`config.mk`:
```
export PLATFORM = sky130hd
export DESIGN_NAME = cw310_usb_reg_fe
export DESIGN_NICKNAME = d
export VERILOG_FILES = /design/src/rtl/cw310_usb_reg_fe.sv
export SDC_FILE = /design/constraint.sdc
export NUM_CORES = 1
export LEC_CHECK = 0
export CAP_MARGIN = 20
export CORE_ASPECT_RATIO = 2
export CORE_MARGIN = 2
export CORE_UTILIZATION = 42
export DETAILED_ROUTE_END_ITERATION = 10
export GPL_ROUTABILITY_DRIVEN = 0
export PLACE_DENSITY = 0.75
export SLEW_MARGIN = 10
export SYNTH_ARGS = -nofsm -noshare
export SYNTH_HDL_FRONTEND = slang
export SYNTH_SLANG_ARGS = --single-unit
export TNS_END_PERCENT = 1
```
`constraint.sdc`:
```
create_clock -name usb_clk -period 1.63 [get_ports usb_clk]
set_input_delay 0.2445 -clock usb_clk [delete_from_list [all_inputs] [get_ports usb_clk]]
set_output_delay 0.2445 -clock usb_clk [all_outputs]
set_load 0.02 [all_outputs]
```
`src/rtl/cw310_usb_reg_fe.sv`:
```
// USB parallel-bus front end for the CW310 register map: synchronizes the host
// strobes into usb_clk and issues exactly one reg_read/reg_write per bus cycle.
module cw310_usb_reg_fe #(
    parameter int pADDR_WIDTH   = 21,
    parameter int pBYTECNT_SIZE = 7,
    parameter int pSYNC_STAGES  = 2
) (
    input  logic                                 usb_clk,
    input  logic                                 reset_n,
    input  logic [pADDR_WIDTH-1:0]               usb_addr,
    input  logic [7:0]                           usb_din,
    output logic [7:0]                           usb_dout,
    output logic                                 usb_isout,
    input  logic                                 usb_cen_n,
    input  logic                                 usb_rd_n,
    input  logic                                 usb_wr_n,
    output logic [pADDR_WIDTH-pBYTECNT_SIZE-1:0] reg_address,
    output logic [pBYTECNT_SIZE-1:0]             reg_bytecnt,
    output logic [7:0]                           write_data,
    input  logic [7:0]                           read_data,
    output logic                                 reg_read,
    output logic                                 reg_write,
    output logic                                 reg_addrvalid,
    output logic                                 bus_err
);

    localparam int SMSB = pSYNC_STAGES - 1;

    typedef enum logic [2:0] {
        ST_IDLE         = 3'd0,
        ST_WRITE        = 3'd1,
        ST_READ_ISSUE   = 3'd2,
        ST_READ_CAPTURE = 3'd3,
        ST_HOLD         = 3'd4
    } state_t;

    state_t                    state_r;
    logic [pSYNC_STAGES-1:0]   cen_sync_r;
    logic [pSYNC_STAGES-1:0]   rd_sync_r;
    logic [pSYNC_STAGES-1:0]   wr_sync_r;
    logic [pSYNC_STAGES-1:0]   flush_r;
    logic                      armed_r;
    logic [pADDR_WIDTH-1:0]    addr_r;
    logic [7:0]                din_r;
    logic                      act_rd_s;
    logic                      act_wr_s;
    logic                      release_s;
    logic                      start_wr_s;
    logic                      start_rd_s;
    logic                      start_err_s;

    assign act_rd_s    = ~rd_sync_r[SMSB] & ~cen_sync_r[SMSB];
    assign act_wr_s    = ~wr_sync_r[SMSB] & ~cen_sync_r[SMSB];
    assign release_s   = (rd_sync_r[SMSB] & wr_sync_r[SMSB]) | cen_sync_r[SMSB];
    assign start_wr_s  = armed_r & act_wr_s & ~act_rd_s;
    assign start_rd_s  = armed_r & act_rd_s & ~act_wr_s;
    assign start_err_s = armed_r & act_rd_s & act_wr_s;

    // Strobe synchronizers; idle-high so reset looks like an idle bus.
    always_ff @(posedge usb_clk or negedge reset_n) begin
        if (!reset_n) begin
            cen_sync_r <= {pSYNC_STAGES{1'b1}};
            rd_sync_r  <= {pSYNC_STAGES{1'b1}};
            wr_sync_r  <= {pSYNC_STAGES{1'b1}};
        end else begin
            cen_sync_r <= {cen_sync_r[pSYNC_STAGES-2:0], usb_cen_n};
            rd_sync_r  <= {rd_sync_r[pSYNC_STAGES-2:0], usb_rd_n};
            wr_sync_r  <= {wr_sync_r[pSYNC_STAGES-2:0], usb_wr_n};
        end
    end

    // Arming: after reset the chains hold reset values, so wait until real
    // input has flushed through and both strobes are seen released.
    always_ff @(posedge usb_clk or negedge reset_n) begin
        if (!reset_n) begin
            flush_r <= {pSYNC_STAGES{1'b0}};
            armed_r <= 1'b0;
        end else begin
            flush_r <= {flush_r[pSYNC_STAGES-2:0], 1'b1};
            if (flush_r[SMSB] && rd_sync_r[SMSB] && wr_sync_r[SMSB]) begin
                armed_r <= 1'b1;
            end else begin
                armed_r <= armed_r;
            end
        end
    end

    // Per-cycle sample of address and write data, held stable by the host.
    always_ff @(posedge usb_clk or negedge reset_n) begin
        if (!reset_n) begin
            addr_r <= {pADDR_WIDTH{1'b0}};
            din_r  <= 8'h00;
        end else begin
            addr_r <= usb_addr;
            din_r  <= usb_din;
        end
    end

    // Transaction FSM with all bus/register-side outputs registered.
    always_ff @(posedge usb_clk or negedge reset_n) begin
        if (!reset_n) begin
            state_r       <= ST_IDLE;
            reg_address   <= {(pADDR_WIDTH-pBYTECNT_SIZE){1'b0}};
            reg_bytecnt   <= {pBYTECNT_SIZE{1'b0}};
            write_data    <= 8'h00;
            usb_dout      <= 8'h00;
            usb_isout     <= 1'b0;
            reg_read      <= 1'b0;
            reg_write     <= 1'b0;
            reg_addrvalid <= 1'b0;
            bus_err       <= 1'b0;
        end else begin
            reg_read  <= 1'b0;
            reg_write <= 1'b0;
            case (state_r)
                ST_IDLE: begin
                    if (start_wr_s) begin
                        state_r       <= ST_WRITE;
                        reg_address   <= addr_r[pADDR_WIDTH-1:pBYTECNT_SIZE];
                        reg_bytecnt   <= addr_r[pBYTECNT_SIZE-1:0];
                        write_data    <= din_r;
                        reg_write     <= 1'b1;
                        reg_addrvalid <= 1'b1;
                    end else if (start_rd_s) begin
                        state_r       <= ST_READ_ISSUE;
                        reg_address   <= addr_r[pADDR_WIDTH-1:pBYTECNT_SIZE];
                        reg_bytecnt   <= addr_r[pBYTECNT_SIZE-1:0];
                        reg_read      <= 1'b1;
                        reg_addrvalid <= 1'b1;
                    end else if (start_err_s) begin
                        state_r       <= ST_HOLD;
                        bus_err       <= 1'b1;
                        reg_addrvalid <= 1'b0;
                    end else begin
                        state_r <= ST_IDLE;
                    end
                end
                ST_WRITE: begin
                    state_r <= ST_HOLD;
                end
                ST_READ_ISSUE: begin
                    state_r <= ST_READ_CAPTURE;
                end
                ST_READ_CAPTURE: begin
                    state_r   <= ST_HOLD;
                    usb_dout  <= read_data;
                    usb_isout <= 1'b1;
                end
                ST_HOLD: begin
                    // Waiting for the host to release guarantees one strobe per bus cycle.
                    if (release_s) begin
                        state_r       <= ST_IDLE;
                        reg_addrvalid <= 1'b0;
                        usb_isout     <= 1'b0;
                    end else begin
                        state_r <= ST_HOLD;
                    end
                end
                default: begin
                    state_r       <= ST_IDLE;
                    reg_addrvalid <= 1'b0;
                    usb_isout     <= 1'b0;
                end
            endcase
        end
    end

endmodule

```
=== After elaboration in Yosys (flattened, before gate mapping) ===
Cells that the tools add are included.

* Reductions and logical operators: 12
* Bitwise logic cells: 18
* Equality and inequality tests: 6
* Mux-type cells: 20

{| class="wikitable"
|+ Operators with widths
! operator !! count
|-
| $mux W14 || 2
|-
| $mux W7 || 2
|-
| $mux W3 || 4
|-
| $pmux W3 S4 || 1
|-
| $mux W1 || 9
|-
| $not A1 Y1 || 9
|-
| $and A1 B1 Y1 || 8
|-
| $eq A3 B2 Y1 const B || 2
|-
| $pmux W1 S3 || 2
|-
| $reduce_and A2 Y1 || 3
|-
| $reduce_or A3 Y1 || 2
|-
| $ne A4 B4 Y1 const B || 1
|-
| $reduce_and A4 Y1 || 1
|-
| $eq A3 B1 Y1 const B || 1
|-
| $eq A3 B3 Y1 const B || 1
|-
| $logic_not A3 Y1 || 1
|-
| $reduce_and A3 Y1 || 1
|-
| $logic_and A1 B1 Y1 || 2
|-
| $ne A2 B2 Y1 const B || 1
|-
| $reduce_bool A2 Y1 || 1
|-
| $reduce_or A2 Y1 || 1
|-
| $or A1 B1 Y1 || 1
|}

* Output and inout bits: 42
* Word-level logic and storage cells: 73
* Register bits after elaboration: 83
* Bits of input ports: 42

=== Logic depth before layout (Yosys ltp) ===
Gate-level depths: netlist (run 1).

* Word-level depth: 8
* Depth in mapped cells: 5
* Depth with buffers taken out: 3

=== Worst setup path after synthesis (run 1) ===
Ideal clock, no wire load.

* Path kind: flip-flop to flip-flop
* Start: register wr_sync_r[1]
* End: register reg_address[0]
* Arrival time: 1.453 ns
* Required time: 1.505 ns
* Setup time: 0.125 ns
* Cell stages (with the launch flop): 6
* Path slack: 0.052 ns
* Clock period less this slack: 1.578 ns
* Buffers on the path: 2
* Cells stage by stage: dfstp_2 > buf_2 > xor2_1 > nand3_4 > buf_6 > mux2_4

* Cells in the longest elaborated chain, start to end: 6
* Elaborated cells on any way between the ends: 9
* Those cells by class: 1 x mux; 6 x bitwise; 2 x reduce/logical

{| class="wikitable"
|+ RTL lines
! what !! RTL line !! source
|-
| start, declared || 40 || <nowiki>logic [pSYNC_STAGES-1:0] wr_sync_r;</nowiki>
|-
| start signal, assigned || 64 || <nowiki>wr_sync_r <= {pSYNC_STAGES{1'b1}};</nowiki>
|-
| start signal, assigned || 68 || <nowiki>wr_sync_r <= {wr_sync_r[pSYNC_STAGES-2:0], usb_wr_n};</nowiki>
|-
| $not A1 Y1 * || 53 || <nowiki>assign act_wr_s = ~wr_sync_r[SMSB] & ~cen_sync_r[SMSB];</nowiki>
|-
| $and A1 B1 Y1 * || 53 ||
|-
| $and A1 B1 Y1 / $not A1 Y1 (equally long branches) || 55, 56 ||
|-
| $and A1 B1 Y1, on equally long branches || 55, 56 ||
|-
| $reduce_bool A2 Y1 (no source line) || n/a ||
|-
| $reduce_and A2 Y1 (no source line) || n/a ||
|-
| end signal, assigned || 103 || <nowiki>reg_address <= {(pADDR_WIDTH-pBYTECNT_SIZE){1'b0}};</nowiki>
|-
| end signal, assigned || 119 || <nowiki>reg_address <= addr_r[pADDR_WIDTH-1:pBYTECNT_SIZE];</nowiki>
|-
| end signal, assigned || 126 || <nowiki>reg_address <= addr_r[pADDR_WIDTH-1:pBYTECNT_SIZE];</nowiki>
|-
| end, declared || 17 || <nowiki>output logic [pADDR_WIDTH-pBYTECNT_SIZE-1:0] reg_address,</nowiki>
|}

Mark *: on every way between the ends. The rest lies on a longest branch, timed or not.
A chain may end at the register's enable or synchronous reset.

=== Worst setup path in the final report (run 1) ===
* Start: register usb_isout
* End: output port usb_isout

{| class="wikitable"
|+ RTL lines
! what !! RTL line !! source
|-
| start, declared || 13 || <nowiki>output logic usb_isout,</nowiki>
|-
| start signal, assigned || 107 || <nowiki>usb_isout <= 1'b0;</nowiki>
|-
| start signal, assigned || 147 || <nowiki>usb_isout <= 1'b1;</nowiki>
|-
| start signal, assigned || 154 || <nowiki>usb_isout <= 1'b0;</nowiki>
|}

No word-level cell between the ends.

==> impl_metrics.csv, run 1 <==
group,metric,value,unit
outcome,status,"finished clean",
critical_path,crit_family,"buffers and inverters",
clock_network,h-tree-depth,3,
critical_path,worstPathArrival,1.32,ns
sta,fin_setup_tns,0,ns
logic_synthesis,yosysMostFrequentCell,"dfrtp_1",
route,drt-total-wl,4933,um
clock_network,cts_tree,"built",
hold_path,worst_hold_path_type,"in -> reg",
critical_path,path_buf_inv,1,
placement,dp_hpwl,3606,um
critical_path,cpPeakStageDelay,0.63,ns
finish,nNetsFinal,295,
route,drtIter0Drc,56,
critical_path,crit_fanout,3,
logic_synthesis,avgSynthCellArea,18.21,um2
critical_path,cp_num_cells,1,
power,p_leak,1.833,nW
placement,place_inst,329,
power,vdd_drop_max,0.8559,mV
logic_synthesis,synth_area_leader_cell,"dfrtp_1",
floorplan,ios,84,
sta,grt_setup_unrepaired,"false",
power,power.total,7.896,mW
logic_synthesis,synthesis.nets,197,
clock_network,clk_latency,0.33,ns
finish,antennaDiodeCount,0,
critical_path,worstSetupPathType,"reg -> out",
critical_path,r2r-start,"state_r[1]",
floorplan,fp.dieW,61.97,um
hold_path,hold_start,"usb_wr_n",
sta,report.final.slew_viol_count,0,
clock_network,cts_hold_buffers,1,
grt,grt_max_degree,38,
route,postRouteAntennaNets,0,
sta,finalCritPeriodShare,95.72,%
clock_network,cts_sinks,83,
route,dr.pass1.iters,4,
logic_synthesis,synth_top_cell_area_share,68.26,%
logic_synthesis,synthesis.area,0.002823,mm2
sta,fmax,0.6409,GHz
critical_path,critPathLaunchType,"flop",
hold_path,hold_depth,1,
logic_synthesis,synth_cell_types,26,
sta,hold_slack,0.3217,ns
route,viasPerCell,4.514,
clock_network,clk_path_buf_depth,2,
floorplan,dieArea,0.007432,mm2
placement,io_buffers,83,
sta,fin_crit,1.560,ns
finish,fin_cells,346,
grt,grt-ovfl-total,0,
critical_path,reg2regPathDepth,4,
logic_synthesis,synthCells,155,
clock_network,post-cts-setup-buffers,0,
route,drcViolationCount,0,
finish,area_delta_synth_final,45.70,%
logic_synthesis,ys_ff_latch,83,
clock_network,cts_resized,0,
floorplan,design.core.area,0.006569,mm2
logic_synthesis,ys_top_cells_by_count,"77 x dfrtp_1, 20 x mux2_4, 17 x mux2_2",
critical_path,cp-end-kind,"primary output",
logic_synthesis,synth_flop_cell,"dfrtp_1",
finish,final_layout_size_suffix_gt1_share,26.74,%
logic_synthesis,synthTopCellsByArea,"dfrtp_1 68%, mux2_4 11%, mux2_2 6.8%",
floorplan,start_util,42.97,%
floorplan,fp-row-count,42,
critical_path,slowest_stage,"clkdlybuf4s50_1",
sta,clock_skew,0.004009,ns
grt,grt_usage,15.10,%
critical_path,path_cells,"clkdlybuf4s50_1",
grt,grt_pass1_vias,1692,
sta,final_hold_viol_count,0,
grt,grt_pass1_wl,7935,um
finish,post-route-cell-area,0.004113,mm2
placement,placed_cell_area,0.003804,mm2
clock_network,root_buffer,"clkbuf_16",
logic_synthesis,async_flop_share,100.0,%
critical_path,worstPathRequired,1.39,ns
sta,finalSetupViolations,0,
run,maxCapViolCount,0,
critical_path,crit_start,"usb_isout",
logic_synthesis,yosysWarningCount,0,
route,num_vias,1562,
power,powerDensity,1920,mW/mm2
clock_network,clkTransAtPathRegs,0.05,ns
floorplan,die_y,119.9,um
route,wire_per_inst,14.26,um
clock_network,cts_buffers,9,
grt,grt_antenna_before_repair,0,
logic_synthesis,ys_seq_area_share,73.85,%
logic_synthesis,synth_edf_count,0,
final timing paths:
kind                                   endpoint  slack, ns
worst max-delay path                  usb_isout       0.07
worst min-delay path               wr_sync_r[0]       0.32
worst max register to register   reg_bytecnt[3]       0.13
worst min register to register       flush_r[1]       0.35
max in group asynchronous       reg_address[12]       0.63
min in group asynchronous         write_data[4]       0.42
sequential cells by signal (all words and copies together), names as in the netlist:
signal	cells
reg_read	1
usb_isout	1
reg_bytecnt	7
addr_r	21
flush_r	2
reg_write	1
bus_err	1
cen_sync_r	2
state_r	3
armed_r	1
wr_sync_r	2
reg_address	14
rd_sync_r	2
reg_addrvalid	1
din_r	8
usb_dout	8
write_data	8
metal layers:
metal / track usage [%] / up-vias / routed length (um)
li1: - / 720 / -
met1: 17.02 / 781 / 1763
met2: 23.76 / 46 / 2802
met3: 4.526 / 15 / 210
met4: 9.309 / 0 / 157
met5: 0 / - / 0
final cells by class:
| cell class | instances | area (um2) |
|---|---|---|
| clock inverter | 2 | 35.03 |
| multi-input combinational | 66 | 695.7 |
| sequential | 83 | 2085 |
| fill | 499 | 2456 |
| tap | 88 | 110.1 |
| clock buffer | 14 | 264.0 |
| inverter | 2 | 7.507 |
| timing repair buffer | 91 | 915.9 |
per-stage QoR:
stage | util, % | worst slack (ns)
after floorplan | - | 0.05235
after global placement | 57.90 | 0.1493
after detailed placement | 57.90 | 0.1206
after CTS | 62.61 | 0.03905
after global routing | 62.61 | 0.03412
final | 62.61 | 0.06977
cell usage in the layout, fill, tap and decap left out, types with 2 or more instances in the layout:
| cell | instances |
|---|---|
| clkdlybuf4s50_1 | 82 |
| dfrtp_1 | 77 |
| mux2_4 | 20 |
| mux2_2 | 17 |
| clkbuf_16 | 9 |
| dfstp_2 | 6 |
| buf_4 | 6 |
| nor2_1 | 4 |
| nand2_1 | 4 |
| o21ai_0 | 3 |
| a21oi_1 | 3 |
| clkbuf_1 | 3 |
| inv_1 | 2 |
| a31o_2 | 2 |
| clkbuf_8 | 2 |
| buf_12 | 2 |
report_power, final:
group / total [mW] / switching [mW] / leakage [nW] / internal [mW]
clock network: 1.98 / 0.709 / 0.147 / 1.27
registers: 3.01 / 0.353 / 0.972 / 2.66
logic: 2.91 / 1.25 / 0.714 / 1.65
total: 7.90 / 2.31 / 1.83 / 5.58
worst register-to-register path, cell delays in order (launching register included):
cell and delay [ns]:
dfrtp_1 0.43, nor3_4 0.34, nand3_4 0.11, buf_12 0.19
mux2_4 0.31
cell families (layout without fill, tap and decap cells):
group | count (synthesis) | in the layout | share of synthesized area [%]
muxes | 37 | 37 | 17.42
buffers and inverters | 6 | 109 | 1.507
AOI/OAI and AO/OA | 10 | 10 | 2.261
DFF | 83 | 83 | 73.85
other | 1 | 1 | 0.1329
and+or+nand+nor | 17 | 17 | 4.522
xor gates and xnor gates | 1 | 1 | 0.3103
Note: power is estimated with default switching activity, not from simulation.
==> run 2, diff against run 1 <==
- CORE_MARGIN: 2 -> not set
==> run 2 against run 1 <==
Core utilization increased by 1.1 points. Sequential cell count unchanged. Clock-buffer cell count decreased by 1. Worst setup slack got worse by 0.0052 ns. First-iteration DRC count increased by 77%.
==> impl_metrics.csv, run 2 (synthesis gave the netlist of run 1 again) <==
group,metric,value,unit
outcome,status,"finished clean",
clock_network,clkTransAtPathRegs,0.05,ns
clock_network,cts_sinks,83,
floorplan,fp.dieW,59.97,um
critical_path,cp-end-kind,"primary output",
finish,largest_register,"addr_r",
run,maxCapViolCount,0,
sta,grt_setup_unrepaired,"false",
floorplan,start_util,44.02,%
finish,multi_input_area,695.7,um2
grt,grt_antenna_before_repair,0,
sta,hold_slack,0.3180,ns
critical_path,r2r_setup_slack,0.10,ns
critical_path,path_cells,"clkdlybuf4s50_1",
critical_path,critPathLaunchType,"flop",
floorplan,ios,84,
finish,largest_reg_flops,21,
critical_path,worstSetupPathType,"reg -> out",
finish,final_core_util,63.69,%
sta,finalCritPeriodShare,96.04,%
finish,antennaDiodeCount,0,
sta,finalSetupViolations,0,
grt,grt_pass1_wl,8438,um
route,drtIter0Drc,99,
finish,seqCellArea,0.002085,mm2
critical_path,slowest_stage,"clkdlybuf4s50_1",
clock_network,root_buffer,"clkbuf_16",
clock_network,clk_path_buf_depth,2,
finish,area_delta_synth_final,44.68,%
grt,grt_max_degree,32,
sta,fin_setup_tns,0,ns
finish,reg_top3,"addr_r (21), reg_address (14)",
placement,io_buffers,83,
grt,grt_pass1_vias,1716,
sta,fmax,0.6388,GHz
critical_path,crit_fanout,3,
critical_path,path_buf_inv,1,
finish,fillers,481,
floorplan,fp-row-count,41,
critical_path,crit_family,"buffers and inverters",
power,vdd_drop_max,0.9026,mV
clock_network,clk_latency,0.33,ns
sta,report.final.slew_viol_count,0,
floorplan,dieArea,0.007073,mm2
finish,layout_commonest_cell,"clkdlybuf4s50_1",
route,postRouteAntennaNets,0,
critical_path,worstPathRequired,1.39,ns
floorplan,die_y,117.9,um
route,viasPerCell,4.554,
sta,fin_ws,0.06460,ns
route,drcViolationCount,0,
sta,final_hold_viol_count,0,
finish,final_layout_size_suffix_gt1_share,27.03,%
grt,grt-ovfl-total,0,
clock_network,cts_tree,"built",
power,powerDensity,1885,mW/mm2
route,dr.pass1.iters,4,
placement,place_inst,328,
route,num_vias,1571,
grt,grt_usage,16.69,%
route,wire_per_inst,14.04,um
placement,dp_slack,0.08438,ns
power,p_leak,1.825,nW
sta,clock_skew,0.003353,ns
finish,nNetsFinal,296,
finish,fin_cells,345,
clock_network,cts_buffers,9,
finish,final_cell_mix,"82 x clkdlybuf4s50_1, 77 x dfrtp_1, 20 x mux2_4, 17 x mux2_2, 9 x clkbuf_16",
sta,fin_crit,1.565,ns
critical_path,cpPeakStageDelay,0.63,ns
placement,dp_hpwl,3524,um
floorplan,design.core.area,0.006412,mm2
critical_path,worstPathArrival,1.32,ns
clock_network,h-tree-depth,3,
route,drt-total-wl,4844,um
hold_path,worst_hold_path_type,"in -> reg",
-- run 2: changes by cell type in the layout (fill, tap and decap cells not counted) --
cell and delta:
clkinv_2 +2, buf_4 +1, bufinv_16 -1, clkbuf_8 -1
-- run 2: through the flow --
step | power [mW] | cell area [um2]
after detailed placement | 5.988 | 3809
final | 7.698 | 4084
after global placement | 5.916 | 3809
after floorplan | 4.580 | 2823
after global routing | 8.132 | 4084
after CTS | 7.809 | 4084
-- run 2: repair_timing --
item / CTS / global route
hold buffers: 1 / 0
buffers inserted: 0 / 0
hold endpoints to repair: 21 / 0
resized for setup: 0 / 0
setup endpoints to repair: 0 / 0
-- run 2: cell type report --
type / count / share of cell area (%)
Multi-Input combinational cell: 66 / 17.03
Timing Repair Buffer: 92 / 22.61
Sequential cell: 83 / 51.04
Clock inverter: 3 / 0.3676
Inverter: 2 / 0.1838
Clock buffer: 13 / 6.127
Tap cell: 86 / 2.635
-- run 2: report_power, final --
| part | internal, mW | switching [mW] |
|---|---|---|
| clock | 1.06 | 0.716 |
| combinational | 1.66 | 1.26 |
| sequential | 2.66 | 0.338 |
-- run 2: worst paths after layout --
kind | start | endpoint | depth (start not counted)
max | usb_isout | usb_isout | 1
min | usb_wr_n | wr_sync_r[0] | 1
max reg2reg | state_r[1] | reg_bytecnt[2] | 4
min reg2reg | flush_r[0] | flush_r[1] | 0
max in group asynchronous | reset_n | addr_r[1] | 3
min in group asynchronous | reset_n | din_r[7] | 2
-- run 2: routing by layer --
layer	global-route usage, %	share of wire [%]	vias up
met2	26.81	55	43
met5	0	0	-
met3	5.055	3.7	9
met1	18.01	37	800
li1	-	-	719
met4	11.19	3.4	0
==> run 3, diff against run 2 <==
- REMOVE_ABC_BUFFERS: not set -> 1
- TNS_END_PERCENT: 1 -> not set
==> run 3 against run 2 <==
Die area unchanged. Clock power shrank 3%. Clock-buffer cell count increased by 3. Final area is 0.52% lower. Combinational power about the same. Core utilization decreased by 0.33 points. Largest cell class unchanged. Largest power group unchanged. Highest routed layer unchanged.
==> impl_metrics.csv, run 3 (synthesis gave the netlist of run 1 again) <==
group,metric,value,unit
outcome,status,"finished clean",
clock_network,cts_buffers,9,
grt,grt-ovfl-total,0,
floorplan,fp.dieW,59.97,um
power,comb_power_share,38.3,%
sta,fin_setup_tns,0,ns
sta,finalSetupViolations,0,
clock_network,clk_latency,0.33,ns
sta,fin_crit,1.563,ns
floorplan,ios,84,
grt,grt_antenna_before_repair,0,
finish,post-route-cell-area,0.004063,mm2
clock_network,clkTransAtPathRegs,0.05,ns
sta,fmax,0.6397,GHz
route,dr.pass1.iters,3,
route,postRouteAntennaNets,0,
route,drt-total-wl,4926,um
grt,grt_usage,16.32,%
route,viasPerCell,4.555,
sta,report.final.slew_viol_count,0,
sta,final_hold_viol_count,0,
grt,grt_pass1_vias,1663,
finish,layout_commonest_cell,"clkdlybuf4s50_1",
sta,grt_setup_unrepaired,"false",
finish,largest_reg_flops,21,
floorplan,die_y,117.9,um
critical_path,worstPathRequired,1.39,ns
power,powerDensity,1884,mW/mm2
finish,final_layout_size_suffix_gt1_share,25.19,%
floorplan,start_util,44.02,%
critical_path,cp-end-kind,"primary output",
power,clkPwrFrac,22.6,%
route,drcViolationCount,0,
finish,antennaDiodeCount,0,
power,power_frac_seq,39.2,%
power,p_int,5.350,mW
critical_path,worstSetupPathType,"reg -> out",
finish,largest_register,"addr_r",
clock_network,h-tree-depth,3,
placement,placed_cell_area,0.003801,mm2
placement,place_inst,327,
clock_network,post-cts-setup-buffers,0,
critical_path,path_cells,"clkdlybuf4s50_1",
critical_path,crit_fanout,2,
floorplan,fp-row-count,41,
critical_path,path_buf_inv,1,
clock_network,root_buffer,"clkbuf_16",
clock_network,cts_resized,0,
grt,grt_max_degree,39,
sta,finalCritPeriodShare,95.90,%
finish,final_cell_mix,"82 x clkdlybuf4s50_1, 77 x dfrtp_1, 20 x mux2_4, 17 x mux2_2, 9 x clkbuf_16",
placement,dp_hpwl,3570,um
clock_network,cts_tree,"built",
finish,fin_cells,344,
route,drtIter0Drc,59,
sta,clock_skew,0.005069,ns
clock_network,clk_path_buf_depth,2,
power,p_leak,1.806,nW
critical_path,crit_start,"reg_bytecnt[6]",
power,vdd_drop_max,0.8863,mV
placement,io_buffers,83,
finish,area_delta_synth_final,43.93,%
finish,reg_top3,"addr_r (21), reg_address (14)",
clock_network,cts_sinks,83,
placement,dp_slack,0.1155,ns
critical_path,worstPathArrival,1.32,ns
hold_path,worst_hold_path_type,"in -> reg",
critical_path,r2r-start,"state_r[2]",
critical_path,slowest_stage,"clkdlybuf4s50_1",
run,maxCapViolCount,0,
floorplan,design.core.area,0.006412,mm2
power,sw_frac_of_total,30.10,%
critical_path,r2r_setup_slack,0.12,ns
critical_path,crit_family,"buffers and inverters",
finish,nNetsFinal,295,
critical_path,cpPeakStageDelay,0.62,ns
power,p_switching,2.304,mW
critical_path,critPathLaunchType,"flop",
route,num_vias,1567,
floorplan,dieArea,0.007073,mm2
route,wire_per_inst,14.32,um
hold_path,hold_start,"usb_cen_n",
clock_network,cts_hold_buffers,1,
sta,fin_ws,0.06679,ns
grt,grt_pass1_wl,8093,um
[run 3: routing by layer]
| layer | wire length [um] | global-route usage (%) |
|---|---|---|
| met1 | 1888 | 18.12 |
| met3 | 257 | 6.923 |
| met2 | 2655 | 25.56 |
| met4 | 125 | 8.721 |
| met5 | 0 | 0 |
[run 3: cell type report]
| type | count | area (um2) |
|---|---|---|
| fill | 485 | 2350 |
| sequential | 83 | 2085 |
| timing repair buffer | 91 | 915.9 |
| multi-input combinational | 66 | 695.7 |
| clock buffer | 16 | 251.5 |
| tap | 86 | 107.6 |
| inverter | 2 | 7.507 |
[run 3: final timing paths]
check / to / cells after the start
max: reg_bytecnt[6] / 1
min: cen_sync_r[0] / 1
max reg2reg: reg_bytecnt[6] / 4
min reg2reg: flush_r[1] / 0
max in group asynchronous: rd_sync_r[0] / 3
min in group asynchronous: reg_bytecnt[5] / 2
[run 3: through the flow]
| stage | hold slack, ns | utilization, % | power (mW) |
|---|---|---|---|
| 3_5_place_dp | 0.2250 | 59.28 | 5.987 |
| 5_1_grt | 0.3097 | 63.36 | 8.051 |
| 3_3_place_gp | 0.2238 | 59.28 | 5.909 |
| 2_1_floorplan | -0.05109 | - | 4.551 |
| 6_report | 0.3244 | 63.36 | 7.654 |
| 4_1_cts | 0.3091 | 63.36 | 7.761 |
[run 3: power groups by stage]
stage                     logic, mW  clock network [mW]  registers (mW)
after detailed placement       2.95                   0            3.03
after global routing           3.10                1.88            3.07
after floorplan               0.920                   0            3.63
after global placement         2.91                   0            3.00
after CTS                      2.97                1.79            3.00
final                          2.93                1.73            3.00
